## config.mk

```make
export PLATFORM = sky130hd
export DESIGN_NAME = load_store_unit
export DESIGN_NICKNAME = d
export VERILOG_FILES = /design/src/rtl/load_store_unit.sv
export SDC_FILE = /design/constraint.sdc
export NUM_CORES = 1
export LEC_CHECK = 0
export BUFFER_PORTS_ARGS = -buffer_cell sky130_fd_sc_hd__buf_2
export CAP_MARGIN = 30
export CORE_ASPECT_RATIO = 0.75
export CORE_MARGIN = 4
export CORE_UTILIZATION = 40
export DETAILED_ROUTE_END_ITERATION = 10
export PLACE_DENSITY = 0.74
export SKIP_CTS_REPAIR_TIMING = 1
export SLEW_MARGIN = 10
export SYNTH_ARGS = -nofsm -noshare
export SYNTH_HDL_FRONTEND = slang
export SYNTH_SLANG_ARGS = --single-unit
```

## constraint.sdc

```tcl
create_clock -name clk -period 9.15 [get_ports clk]
set_clock_uncertainty 0.1 [all_clocks]
set_input_delay 0.4575 -clock clk [delete_from_list [all_inputs] [get_ports clk]]
set_output_delay 0.4575 -clock clk [all_outputs]
set_load 0.1 [all_outputs]
```

## src/rtl/load_store_unit.sv

```systemverilog
// rtl/load_store_unit.sv - single-outstanding load/store unit between EX and a word-wide memory port
//
// Purpose: accepts one load or store from EX, issues a word-aligned memory request
// with byte enables, holds it until mem_ack, and for loads returns the extended
// lane through a one-cycle writeback pulse. Illegal or misaligned requests raise
// a one-cycle lsu_err instead.
//
// Ports:
//   clk, rst                      clock, asynchronous active-high reset
//   ex_valid, ex_is_load/store    EX-stage request and its class
//   ex_funct3, ex_addr            access size/sign and effective address
//   ex_wdata, ex_rd               store data and load destination
//   stall                         hold upstream while busy or accepting
//   mem_req/we/addr/wdata/be      memory request, held until mem_ack
//   mem_ack, mem_rdata            memory completion and read word
//   wb_valid, wb_rd, wb_data      load writeback pulse
//   lsu_err                       one-cycle illegal/misaligned pulse

module load_store_unit (
    input  logic        clk,
    input  logic        rst,
    input  logic        ex_valid,
    input  logic        ex_is_load,
    input  logic        ex_is_store,
    input  logic [2:0]  ex_funct3,
    input  logic [31:0] ex_addr,
    input  logic [31:0] ex_wdata,
    input  logic [4:0]  ex_rd,
    output logic        stall,
    output logic        mem_req,
    output logic        mem_we,
    output logic [31:0] mem_addr,
    output logic [31:0] mem_wdata,
    output logic [3:0]  mem_be,
    input  logic        mem_ack,
    input  logic [31:0] mem_rdata,
    output logic        wb_valid,
    output logic [4:0]  wb_rd,
    output logic [31:0] wb_data,
    output logic        lsu_err
);

    typedef enum logic [1:0] {
        IDLE = 2'd0,
        BUSY = 2'd1,
        WB   = 2'd2
    } state_t;

    state_t state;
    state_t state_next;

    // Operation context kept for the response path.
    logic        op_is_load;
    logic [2:0]  op_funct3;
    logic [1:0]  op_off;
    logic [4:0]  op_rd;

    logic        funct3_legal;
    logic        addr_aligned;
    logic        mem_op;
    logic        accept;
    logic        reject;
    logic [3:0]  req_be;
    logic [31:0] req_wdata;
    logic [31:0] load_shifted;
    logic [31:0] load_result;

    // Request decode ----------------------------------------------------------

    always_comb begin
        funct3_legal = 1'b0;
        case (ex_funct3)
            3'b000, 3'b001, 3'b010: funct3_legal = 1'b1;
            3'b100, 3'b101:         funct3_legal = ex_is_load;
            default:                funct3_legal = 1'b0;
        endcase
    end

    // funct3[1:0] encodes the access size for every legal code.
    always_comb begin
        addr_aligned = 1'b1;
        case (ex_funct3[1:0])
            2'b01:   addr_aligned = ~ex_addr[0];
            2'b10:   addr_aligned = (ex_addr[1:0] == 2'b00);
            default: addr_aligned = 1'b1;
        endcase
    end

    // Any classed request seen in IDLE either accepts or errors; ex_valid
    // without a class is a non-memory instruction and is ignored.
    assign mem_op = (state == IDLE) && ex_valid && (ex_is_load || ex_is_store);
    assign accept = mem_op && (ex_is_load ^ ex_is_store) && funct3_legal && addr_aligned;
    assign reject = mem_op && !accept;

    // Stall must already be high in the accept cycle so EX does not advance.
    assign stall = !rst && ((state != IDLE) || accept);

    always_comb begin
        req_be = 4'b1111;
        case (ex_funct3[1:0])
            2'b00:   req_be = 4'b0001 << ex_addr[1:0];
            2'b01:   req_be = 4'b0011 << ex_addr[1:0];
            default: req_be = 4'b1111;
        endcase
    end

    // Store data is replicated across lanes so the byte enables alone select it.
    always_comb begin
        req_wdata = 32'd0;
        if (ex_is_store) begin
            case (ex_funct3[1:0])
                2'b00:   req_wdata = {4{ex_wdata[7:0]}};
                2'b01:   req_wdata = {2{ex_wdata[15:0]}};
                default: req_wdata = ex_wdata;
            endcase
        end
    end

    // Response lane select and extension -------------------------------------

    assign load_shifted = mem_rdata >> {op_off, 3'b000};

    always_comb begin
        load_result = mem_rdata;
        case (op_funct3)
            3'b000:  load_result = {{24{load_shifted[7]}},  load_shifted[7:0]};
            3'b001:  load_result = {{16{load_shifted[15]}}, load_shifted[15:0]};
            3'b100:  load_result = {24'd0, load_shifted[7:0]};
            3'b101:  load_result = {16'd0, load_shifted[15:0]};
            default: load_result = mem_rdata;
        endcase
    end

    // FSM ---------------------------------------------------------------------

    always_ff @(posedge clk or posedge rst) begin
        if (rst) begin
            state <= IDLE;
        end else begin
            state <= state_next;
        end
    end

    always_comb begin
        state_next = state;
        case (state)
            IDLE: begin
                if (accept) begin
                    state_next = BUSY;
                end
            end
            BUSY: begin
                if (mem_ack) begin
                    state_next = op_is_load ? WB : IDLE;
                end
            end
            WB:      state_next = IDLE;
            default: state_next = IDLE;
        endcase
    end

    // Registered request/response outputs ------------------------------------

    always_ff @(posedge clk or posedge rst) begin
        if (rst) begin
            mem_req    <= 1'b0;
            mem_we     <= 1'b0;
            mem_addr   <= 32'd0;
            mem_wdata  <= 32'd0;
            mem_be     <= 4'd0;
            wb_valid   <= 1'b0;
            wb_rd      <= 5'd0;
            wb_data    <= 32'd0;
            lsu_err    <= 1'b0;
            op_is_load <= 1'b0;
            op_funct3  <= 3'd0;
            op_off     <= 2'd0;
            op_rd      <= 5'd0;
        end else begin
            lsu_err <= reject;
            case (state)
                IDLE: begin
                    if (accept) begin
                        mem_req    <= 1'b1;
                        mem_we     <= ex_is_store;
                        mem_addr   <= {ex_addr[31:2], 2'b00};
                        mem_be     <= req_be;
                        mem_wdata  <= req_wdata;
                        op_is_load <= ex_is_load;
                        op_funct3  <= ex_funct3;
                        op_off     <= ex_addr[1:0];
                        op_rd      <= ex_rd;
                    end
                end
                BUSY: begin
                    if (mem_ack) begin
                        mem_req <= 1'b0;
                        mem_we  <= 1'b0;
                        if (op_is_load) begin
                            wb_valid <= 1'b1;
                            wb_rd    <= op_rd;
                            wb_data  <= load_result;
                        end
                    end
                end
                WB: begin
                    wb_valid <= 1'b0;
                end
                default: begin
                    wb_valid <= 1'b0;
                end
            endcase
        end
    end

endmodule

```

==> impl_metrics.env <==
export IMPL_arrival_ps=3940
export IMPL_critical_path_cell_chain="buf_2 > clkinv_1 > ha_1 > or4b_4 > a2111oi_4 > buf_4 > buf_4 > mux2_2"
export IMPL_grt_ovfl_total=0
export IMPL_drtPass1Iterations=5
export IMPL_finalHoldViolations=0
export IMPL_syn_area_um2=5940
export IMPL_viasPerCell=4.91
export IMPL_port_buffers=217
export IMPL_rr_endpoint="mem_wdata[20]$_DFFE_PP0P_"
export IMPL_synth_seq_cells=120
export IMPL_yosysSeqAreaShare=0.505
export IMPL_final_setup_tns_ps=0
export IMPL_core_um2=14500
export IMPL_grt_pass1_wl_um=25100
export IMPL_rsz0062_at_grt="false"
export IMPL_dpl_hpwl_um=11300
export IMPL_io_pins=220
export IMPL_cts_buffer_depth=2
export IMPL_grt_max_degree=70
export IMPL_slew_violations=0
export IMPL_yosysTopAreaCell="dfrtp_1"
export IMPL_cts_htree_levels=4
export IMPL_diodes=0
export IMPL_synthFlopType="dfrtp_1"
export IMPL_routed_wl_um=15900
export IMPL_yosys_area_top_type_share=0.505
export IMPL_antenna_left=0
export IMPL_status="complete, no violations"
export IMPL_startpoint_type="primary input"
export IMPL_via_count=4718
export IMPL_cpPeakStageDelay_ps=810
export IMPL_rows=38
export IMPL_syn_to_final_growth_pct=29.3
export IMPL_antenna_found_initial=0
export IMPL_cp_max_fo=52
export IMPL_period_minus_slack_ps=3750
export IMPL_async_reset_ff_frac=1.00
export IMPL_final_cell_mix="buf_2, dfrtp_1, nand2_1"
export IMPL_ys_types=37
export IMPL_netlist_instances=541
export IMPL_cap_violations=0
export IMPL_place_congestion=0.850
export IMPL_final_setup_viol_count=0
export IMPL_min_period_over_period=0.410
export IMPL_cts_sinks=120
export IMPL_timing_rr_start="state[1]$_DFFE_PP0P_"
export IMPL_yosysWarnings=0
export IMPL_avgRoutedWirePerCell_um=16.6
export IMPL_critPathKind="primary input to flop"
export IMPL_grt_use_total=0.187
export IMPL_first_global_vias=4657
export IMPL_initial_core_util=0.410
export IMPL_critPathMostFrequentCell="buf_4"
export IMPL_fillers=1300
export IMPL_clk_latency_ps=400
export IMPL_cts_root_buffer="clkbuf_16"
export IMPL_syn_area_per_cell_um2=11.0
export IMPL_ff2ff_path_depth=5
export IMPL_synth_area_leaders="dfrtp_1, mux2_4, mux2i_1"
export IMPL_drc=0
export IMPL_cts_buffers=17
export IMPL_synth_edf_count=0
export IMPL_cts_tree="done"
export IMPL_clk_pin_slew_ps=60
export IMPL_min_path_type="primary input to async pin"
export IMPL_relSlewSlack=0.389
export IMPL_drive_gt1_frac=0.426
export IMPL_worst_pin_slew_ps=916
export IMPL_layout_commonest_cell="buf_2"
export IMPL_drt_iter0_drc=379
export IMPL_die_area_um2=16900
export IMPL_required_ps=9340
export IMPL_fp_dieH_um=114
export IMPL_slowest_stage="buf_4"
export IMPL_fp_dieW_um=149
export IMPL_r2r_setup_slack_ps=5950
export IMPL_clock_fmax_mhz=267
export IMPL_crit_path_end_kind="flop"
export IMPL_layout_nets=862
==> layout make-up <==
type	count	area, µm²	area share
Sequential cell	120	3000	0.391
Timing Repair Buffer	225	1170	0.152
Tap cell	200	250	0.0325
Clock buffer	17	425	0.0553
Inverter	34	130	0.0169
Clock inverter	15	158	0.0205
Multi-Input combinational cell	350	2560	0.332
==> metal layers <==
layer / share of wire / up-vias / global-route usage
li1: - / 2259 / -
met1: 0.45 / 2255 / 0.264
met2: 0.46 / 193 / 0.286
met3: 0.087 / 11 / 0.0564
met4: 0.0082 / 0 / 0.0439
met5: 0 / - / 0
==> sequential cells by signal (all words and copies together), names as in the netlist <==
signal / count
mem_we: 1
lsu_err: 1
mem_addr: 30
wb_data: 32
mem_req: 1
wb_rd: 5
op_off: 2
wb_valid: 1
op_is_load: 1
op_rd: 5
op_funct3: 3
state: 2
mem_wdata: 32
mem_be: 4
==> kinds of logic after synthesis <==
logic type	after synthesis	synth area share
simple gates	145	0.113
other cells	1	0.000631
fa+ha+maj	4	0.00842
mux	88	0.198
flops	120	0.505
buf+inv	72	0.0676
compound gates	111	0.106
==> synthesized netlist by cell type, types with 2 or more instances <==
cell type	count
dfrtp_1	120
nand2_1	68
mux2_4	59
a21oi_1	49
nand3_1	38
o21ai_0	36
inv_1	32
mux2i_1	26
clkbuf_1	21
nor2_1	12
o21a_1	10
a22oi_1	9
nand2b_1	7
and2_1	6
buf_12	6
ha_1	4
buf_1	3
buf_2	3
buf_6	3
mux2_2	3
nor2b_1	3
a21o_1	2
buf_4	2
clkinv_1	2
nand4b_1	2
nor3_1	2
nor4_1	2
o22ai_1	2
==> critical path: cells and delay by family <==
family	cells	cell delay [ps]
mux	1	420
simple gates	1	500
fa+ha+maj	1	370
compound gates	1	220
buf+inv	4	1910
==> stage by stage <==
stage	setup slack (ps)	cell area [µm²]	hold WS, ps	utilization	std cells
floorplan	4570	5950	339	-	542
global placement	5090	7070	348	0.488	927
detailed placement	4990	7080	357	0.488	928
CTS	5400	7660	72.7	0.528	960
global route	5170	7690	106	0.530	961
finish	5400	7690	43.4	0.530	961
==> worst max-delay path by stage <==
stage	cells past startpoint	slack, ps	end	start
detailed placement	8	4990	mem_wdata[19]$_DFFE_PP0P_	ex_is_store
global placement	8	5090	mem_wdata[19]$_DFFE_PP0P_	ex_is_store
floorplan	2	4570	stall	rst
global route	8	5170	mem_wdata[19]$_DFFE_PP0P_	ex_is_store
CTS	8	5400	mem_wdata[20]$_DFFE_PP0P_	ex_is_store
finish	8	5400	mem_wdata[20]$_DFFE_PP0P_	ex_is_store
Power is left out: the tool's default activity adds up to more than one toggle a clock period on the data nets, which glitch-free logic cannot reach.
